<file path="config.mk">
export PLATFORM = sky130hd
export DESIGN_NAME = pcpi_mac
export DESIGN_NICKNAME = d
export VERILOG_FILES = /design/src/rtl/pcpi_mac_pkg.sv /design/src/rtl/pcpi_mac_iter_mul.sv /design/src/rtl/pcpi_mac.sv
export SDC_FILE = /design/constraint.sdc
export NUM_CORES = 1
export LEC_CHECK = 0
export BUFFER_PORTS_ARGS = -buffer_cell sky130_fd_sc_hd__buf_4
export CAP_MARGIN = 20
export CORE_ASPECT_RATIO = 1.2
export CORE_UTILIZATION = 46
export CTS_CLUSTER_DIAMETER = 150
export CTS_CLUSTER_SIZE = 8
export DETAILED_ROUTE_END_ITERATION = 10
export HOLD_SLACK_MARGIN = 0.02
export SYNTH_ARGS = -nofsm -noshare
export SYNTH_HDL_FRONTEND = slang
export SYNTH_SLANG_ARGS = --single-unit
</file>
<file path="constraint.sdc">
create_clock -name pcpi_clock -period 14.05 [get_ports pcpi_clock]
set_input_delay 2.1075 -clock pcpi_clock [delete_from_list [all_inputs] [get_ports pcpi_clock]]
set_output_delay 2.1075 -clock pcpi_clock [all_outputs]
set_load 0.05 [all_outputs]
</file>
<file path="src/rtl/pcpi_mac_pkg.sv">
// pcpi_mac shared constants: custom-0 opcode, funct7 tag,
// funct3 operation codes and the control FSM state encoding.
package pcpi_mac_pkg;

  localparam logic [6:0] CUSTOM0 = 7'b0001011;
  localparam logic [6:0] MAC_F7  = 7'b0000001;

  typedef enum logic [2:0] {
    F3_MUL    = 3'b000,
    F3_MULHU  = 3'b001,
    F3_MAC    = 3'b010,
    F3_ACCLO  = 3'b011,
    F3_ACCHI  = 3'b100,
    F3_ACCCLR = 3'b101
  } funct3_t;

  typedef enum logic [1:0] {
    S_IDLE = 2'd0,
    S_BUSY = 2'd1,
    S_RESP = 2'd2,
    S_HOLD = 2'd3
  } state_t;

endpackage

</file>
<file path="src/rtl/pcpi_mac_iter_mul.sv">
// Iterative unsigned 32x32 shift-add multiplier, RADIX_BITS per cycle.
// Ports: pcpi_clock, pcpi_reset (async high), start, a, b -> done, p.
module pcpi_mac_iter_mul #(
  parameter int RADIX_BITS = 2
) (
  input  logic        pcpi_clock,
  input  logic        pcpi_reset,
  input  logic        start,
  input  logic [31:0] a,
  input  logic [31:0] b,
  output logic        done,
  output logic [63:0] p
);

  localparam int N = 32 / RADIX_BITS;

  logic [63:0] a_q, a_d;
  logic [31:0] b_q, b_d;
  logic [63:0] p_q, p_d;
  logic [5:0]  cnt_q, cnt_d;
  logic [63:0] part;

  assign part = a_q * {{(64-RADIX_BITS){1'b0}},
                       b_q[RADIX_BITS-1:0]};

  always_comb begin
    a_d   = a_q;
    b_d   = b_q;
    p_d   = p_q;
    cnt_d = cnt_q;
    if (start) begin
      a_d   = {32'd0, a};
      b_d   = b;
      p_d   = '0;
      cnt_d = 6'(N);
    end else if (cnt_q != 6'd0) begin
      p_d   = p_q + part;
      a_d   = a_q << RADIX_BITS;
      b_d   = b_q >> RADIX_BITS;
      cnt_d = cnt_q - 6'd1;
    end
  end

  // done fires in the last iteration cycle; p then shows the
  // finished product so the caller can use it at that same edge.
  assign done = (cnt_q == 6'd1) && !start;
  assign p    = p_d;

  always_ff @(posedge pcpi_clock or posedge pcpi_reset) begin
    if (pcpi_reset) begin
      a_q   <= '0;
      b_q   <= '0;
      p_q   <= '0;
      cnt_q <= '0;
    end else begin
      a_q   <= a_d;
      b_q   <= b_d;
      p_q   <= p_d;
      cnt_q <= cnt_d;
    end
  end

endmodule

</file>
<file path="src/rtl/pcpi_mac.sv">
// PCPI multiply / multiply-accumulate co-processor (custom-0).
// Ports: pcpi_clock/reset, valid/insn/rs1/rs2 in; wr/rd/wait/ready out.
module pcpi_mac
  import pcpi_mac_pkg::*;
#(
  parameter int RADIX_BITS = 2,
  parameter int ACC_WIDTH  = 64
) (
  input  logic        pcpi_clock,
  input  logic        pcpi_reset,
  input  logic        pcpi_valid,
  input  logic [31:0] pcpi_insn,
  input  logic [31:0] pcpi_rs1,
  input  logic [31:0] pcpi_rs2,
  output logic        pcpi_wr,
  output logic [31:0] pcpi_rd,
  output logic        pcpi_wait,
  output logic        pcpi_ready
);

  state_t state_q, state_d;
  logic [2:0]           op_q, op_d;
  logic [ACC_WIDTH-1:0] acc_q, acc_d;
  logic [31:0]          rd_q, rd_d;
  logic                 wait_q, wait_d;
  logic                 ready_q, ready_d;

  logic [2:0]  f3;
  logic        claim;
  logic        is_mul;
  logic        mul_start;
  logic        mul_done;
  logic [63:0] mul_p;
  logic        unused_insn;

  assign f3 = pcpi_insn[14:12];
  assign unused_insn = ^{pcpi_insn[24:15], pcpi_insn[11:7]};

  // funct3 110/111 are left for the CPU to trap on
  assign claim = pcpi_valid
              && pcpi_insn[6:0] == CUSTOM0
              && pcpi_insn[31:25] == MAC_F7
              && !(f3[2] && f3[1]);

  assign is_mul = !f3[2] && !(f3[1] && f3[0]);

  assign mul_start = (state_q == S_IDLE) && claim && is_mul;

  pcpi_mac_iter_mul #(
    .RADIX_BITS (RADIX_BITS)
  ) u_mul (
    .pcpi_clock (pcpi_clock),
    .pcpi_reset (pcpi_reset),
    .start      (mul_start),
    .a          (pcpi_rs1),
    .b          (pcpi_rs2),
    .done       (mul_done),
    .p          (mul_p)
  );

  always_comb begin
    state_d = state_q;
    op_d    = op_q;
    acc_d   = acc_q;
    rd_d    = '0;
    unique case (state_q)
      S_IDLE: begin
        if (claim) begin
          op_d = f3;
          if (is_mul) begin
            state_d = S_BUSY;
          end else begin
            state_d = S_RESP;
            unique case (f3)
              F3_ACCLO: rd_d = acc_q[31:0];
              F3_ACCHI: rd_d = acc_q[63:32];
              default:  acc_d = '0;
            endcase
          end
        end
      end
      S_BUSY: begin
        // a dropped valid is a CPU abort: no response, acc untouched
        if (!pcpi_valid) begin
          state_d = S_IDLE;
        end else if (mul_done) begin
          state_d = S_RESP;
          unique case (op_q)
            F3_MULHU: rd_d = mul_p[63:32];
            F3_MAC: begin
              acc_d = acc_q + mul_p;
              rd_d  = acc_q[31:0] + mul_p[31:0];
            end
            default:  rd_d = mul_p[31:0];
          endcase
        end
      end
      S_RESP: state_d = S_HOLD;
      S_HOLD: begin
        // wait for the CPU to retire the instruction
        if (!pcpi_valid) state_d = S_IDLE;
      end
      default: state_d = S_IDLE;
    endcase
  end

  assign wait_d  = (state_d == S_BUSY);
  assign ready_d = (state_d == S_RESP);

  always_ff @(posedge pcpi_clock or posedge pcpi_reset) begin
    if (pcpi_reset) begin
      state_q <= S_IDLE;
      op_q    <= '0;
      acc_q   <= '0;
      rd_q    <= '0;
      wait_q  <= 1'b0;
      ready_q <= 1'b0;
    end else begin
      state_q <= state_d;
      op_q    <= op_d;
      acc_q   <= acc_d;
      rd_q    <= rd_d;
      wait_q  <= wait_d;
      ready_q <= ready_d;
    end
  end

  assign pcpi_rd    = rd_q;
  assign pcpi_wr    = ready_q;
  assign pcpi_ready = ready_q;
  assign pcpi_wait  = wait_q;

endmodule

</file>
==> run metrics <==
Compound-Gate Fraction of Synth Area 0.235; Distinct cells, synth 98; worst endpoint required time 14530 ps; final hold violations 0; final count of negative-setup-slack endpoints 0; DPL Wire Length 46.0 mm; Seq/Total Area, Yosys 0.315; most frequent cells in the layout nand2_1, dfrtp_1, inv_1; Starting Density 0.466; final slew viol count 0; max layer used met5; fin crit period 9230 ps; vias per cell 5.85; Clock Skew 26.5 ps; worst stage delay on the critical path 710 ps; drt pass-1 iters 5; RSZ-0062 raised after global routing false; CTS buffer count 39; GP Congestion 0.941; post-synth net total 2874; fillers 4426; cts repair resizes 0; synth warn 0; initial antenna violation count 1; measured slew at the worst slew-check pin 1130 ps; leakage power 11.4 nW; Synth area leader dfrtp_1; largest family of logic cells by synthesized area compound AO/OA/AOI/OAI gates; layout cells sized above 1 0.0955; Worst-path clk slew 50 ps; met3 WL 3.99 mm; full die area 47400 um2; M1 WL 27.7 mm; global route overflow 0; leading cell type in the layout, fill and taps excluded nand2_1; first-pass GRT wire length 102 mm; Worst Path Arrival 9710 ps; largest net degree at the start of global routing 203; # hold bufs at CTS 0; Post-Synth Simple-Gate Area 0.169; # diodes 0; final WL 64.7 mm; final core utilization 0.518; DR DRC count 0; Mean Syn Cell Area 8.23 um2; setup tns final 0 ps; Crit-path slowest cell o31ai_1; die width 199 um; vias in the first global route 18600; area post-placement 22800 um2; maxcap violations 0; Layout Cells excl Fill 3264; Top delay family on crit path compound AO/OA/AOI/OAI gates; area share of fa/ha/maj cells after synthesis 0.131; CTS tree yes; Hold Path Class reg2reg; Synth Instances 2600; Slew HR 0.250; top post-synthesis cells by area dfrtp_1, nand2_1, ha_1, fa_1, a21oi_1; Mapped Area 21400 um2; Die Ht 238 um; Post-synth EDFFs 0; design area 23800 um2; Core Region 45900 um2; mux cell area share after synthesis 0.0323; I/O pin total 134; total power 3.11 mW; GRT Overall Usage 0.276; WL per Instance 19.8 um; Worst-Skew Late Latency 570 ps; CTS Sinks 269; Peak VDD IR 108 uV; Worst Setup Path Type reg2reg; fin crit share 0.657; # H-tree levels 2; #FFs+latches synth 269; clock tree buffer depth 3; detailed router's first-iteration violation count 1334; most common flop cell mapped by yosys dfrtp_1; dpl cells 3222; Buf/Inv on CP 3; crit end category register; Post-CTS Setup Repair Bufs 0; Synth top area share 0.315; status finished clean; largest fanout on the critical path 65; CP Launch Type register; Async S/R FF share, synth 1.00; # rows 86; I/O Buffers 118; Detail Route Antenna Nets 0; most frequent cell on the critical path nand2_1; area grow syn2layout 11.3%; met2 WL post-DR 29.8 mm; DR vias 19100; Post-layout nets 2921; Power Density 131 nW/um2; XOR/XNOR share of the synthesized area 0.0520; fmax 108 MHz; Clock Tree Root clkbuf_16
[layer usage]
metal,vias to the layer above,track usage
met5,-,0
met1,9241,0.360
met2,599,0.445
met3,137,0.0435
met4,2,0.132
li1,9128,-
[report_power, final]
| part | switching [mW] | internal [mW] | total [mW] |
|---|---|---|---|
| clock | 0.348 | 0.487 | 0.835 |
| sequential | 0.0569 | 0.864 | 0.921 |
| combinational | 0.874 | 0.481 | 1.36 |
[synthesized netlist by cell type, types with 13 or more instances]
master	n
clkbuf_1	111
buf_1	22
xnor2_1	78
dfrtp_1	269
o22ai_1	39
nand2_1	475
o21a_1	24
ha_1	111
nand3_1	54
mux2i_1	63
a31oi_1	24
o21ai_0	162
a22o_1	22
and3_1	14
a21o_1	71
a21oi_1	186
or3_1	15
o21bai_1	13
nor2_1	127
nand4_1	25
a22oi_1	36
nor3_1	29
inv_1	224
nor2b_1	21
o21ai_1	13
a222oi_1	13
a211oi_1	24
o211ai_1	20
xor2_1	49
fa_1	64
[kinds of logic (layout without fill, tap and decap cells)]
logic type | count (synthesis) | count (layout)
mux | 68 | 68
flops | 269 | 269
xor+xnor | 127 | 127
compound gates | 753 | 753
buf+inv | 372 | 420
fa+ha+maj | 189 | 189
simple gates | 822 | 822
[sequential cells by signal, indices dropped and copies added, names as in the netlist]
| name | count |
|---|---|
| acc_q | 64 |
| u_mul.a_q | 64 |
| u_mul.p_q | 64 |
| pcpi_rd | 32 |
| u_mul.b_q | 32 |
| u_mul.cnt_q | 6 |
| op_q | 3 |
| state_q | 2 |
| pcpi_ready | 1 |
| pcpi_wait | 1 |
[cell type report]
type / count / area [um2] / share of cell area
clock inverters: 2 / 13.8 / 0.000578
well taps: 616 / 771 / 0.0324
clock buffers: 40 / 980 / 0.0411
multi-input cells: 1959 / 13300 / 0.558
repair buffers: 153 / 1170 / 0.0493
flip-flops and latches: 269 / 6730 / 0.283
inverters: 225 / 852 / 0.0358
[final timing paths]
path | startpoint | to | slack (ps) | depth (start not counted)
min in group asynchronous | pcpi_reset | u_mul.b_q[4] | 1650 | 2
max | u_mul.b_q[0] | acc_q[63] | 4820 | 36
min | u_mul.b_q[31] | u_mul.b_q[31] | 490 | 2
max in group asynchronous | pcpi_reset | u_mul.p_q[24] | 10860 | 3
min reg2reg | u_mul.b_q[31] | u_mul.b_q[31] | 490 | 2
max reg2reg | u_mul.b_q[0] | acc_q[63] | 4820 | 36
[through the flow]
step           worst slack (ps)  hold WS [ps]
2_1_floorplan              4530           459
3_3_place_gp               5030           473
3_5_place_dp               4870           484
4_1_cts                    4840           495
5_1_grt                    4140           530
6_report                   4820           491
[worst register-to-register path, delay by kind of cell, from the launching register on]
kind,cells,cell delay [ps]
fa+ha+maj,3,1290
flops,1,330
compound gates,21,5440
buf+inv,3,700
xor+xnor,2,320
simple gates,7,1070
Note: power is estimated with default switching activity, not from simulation.
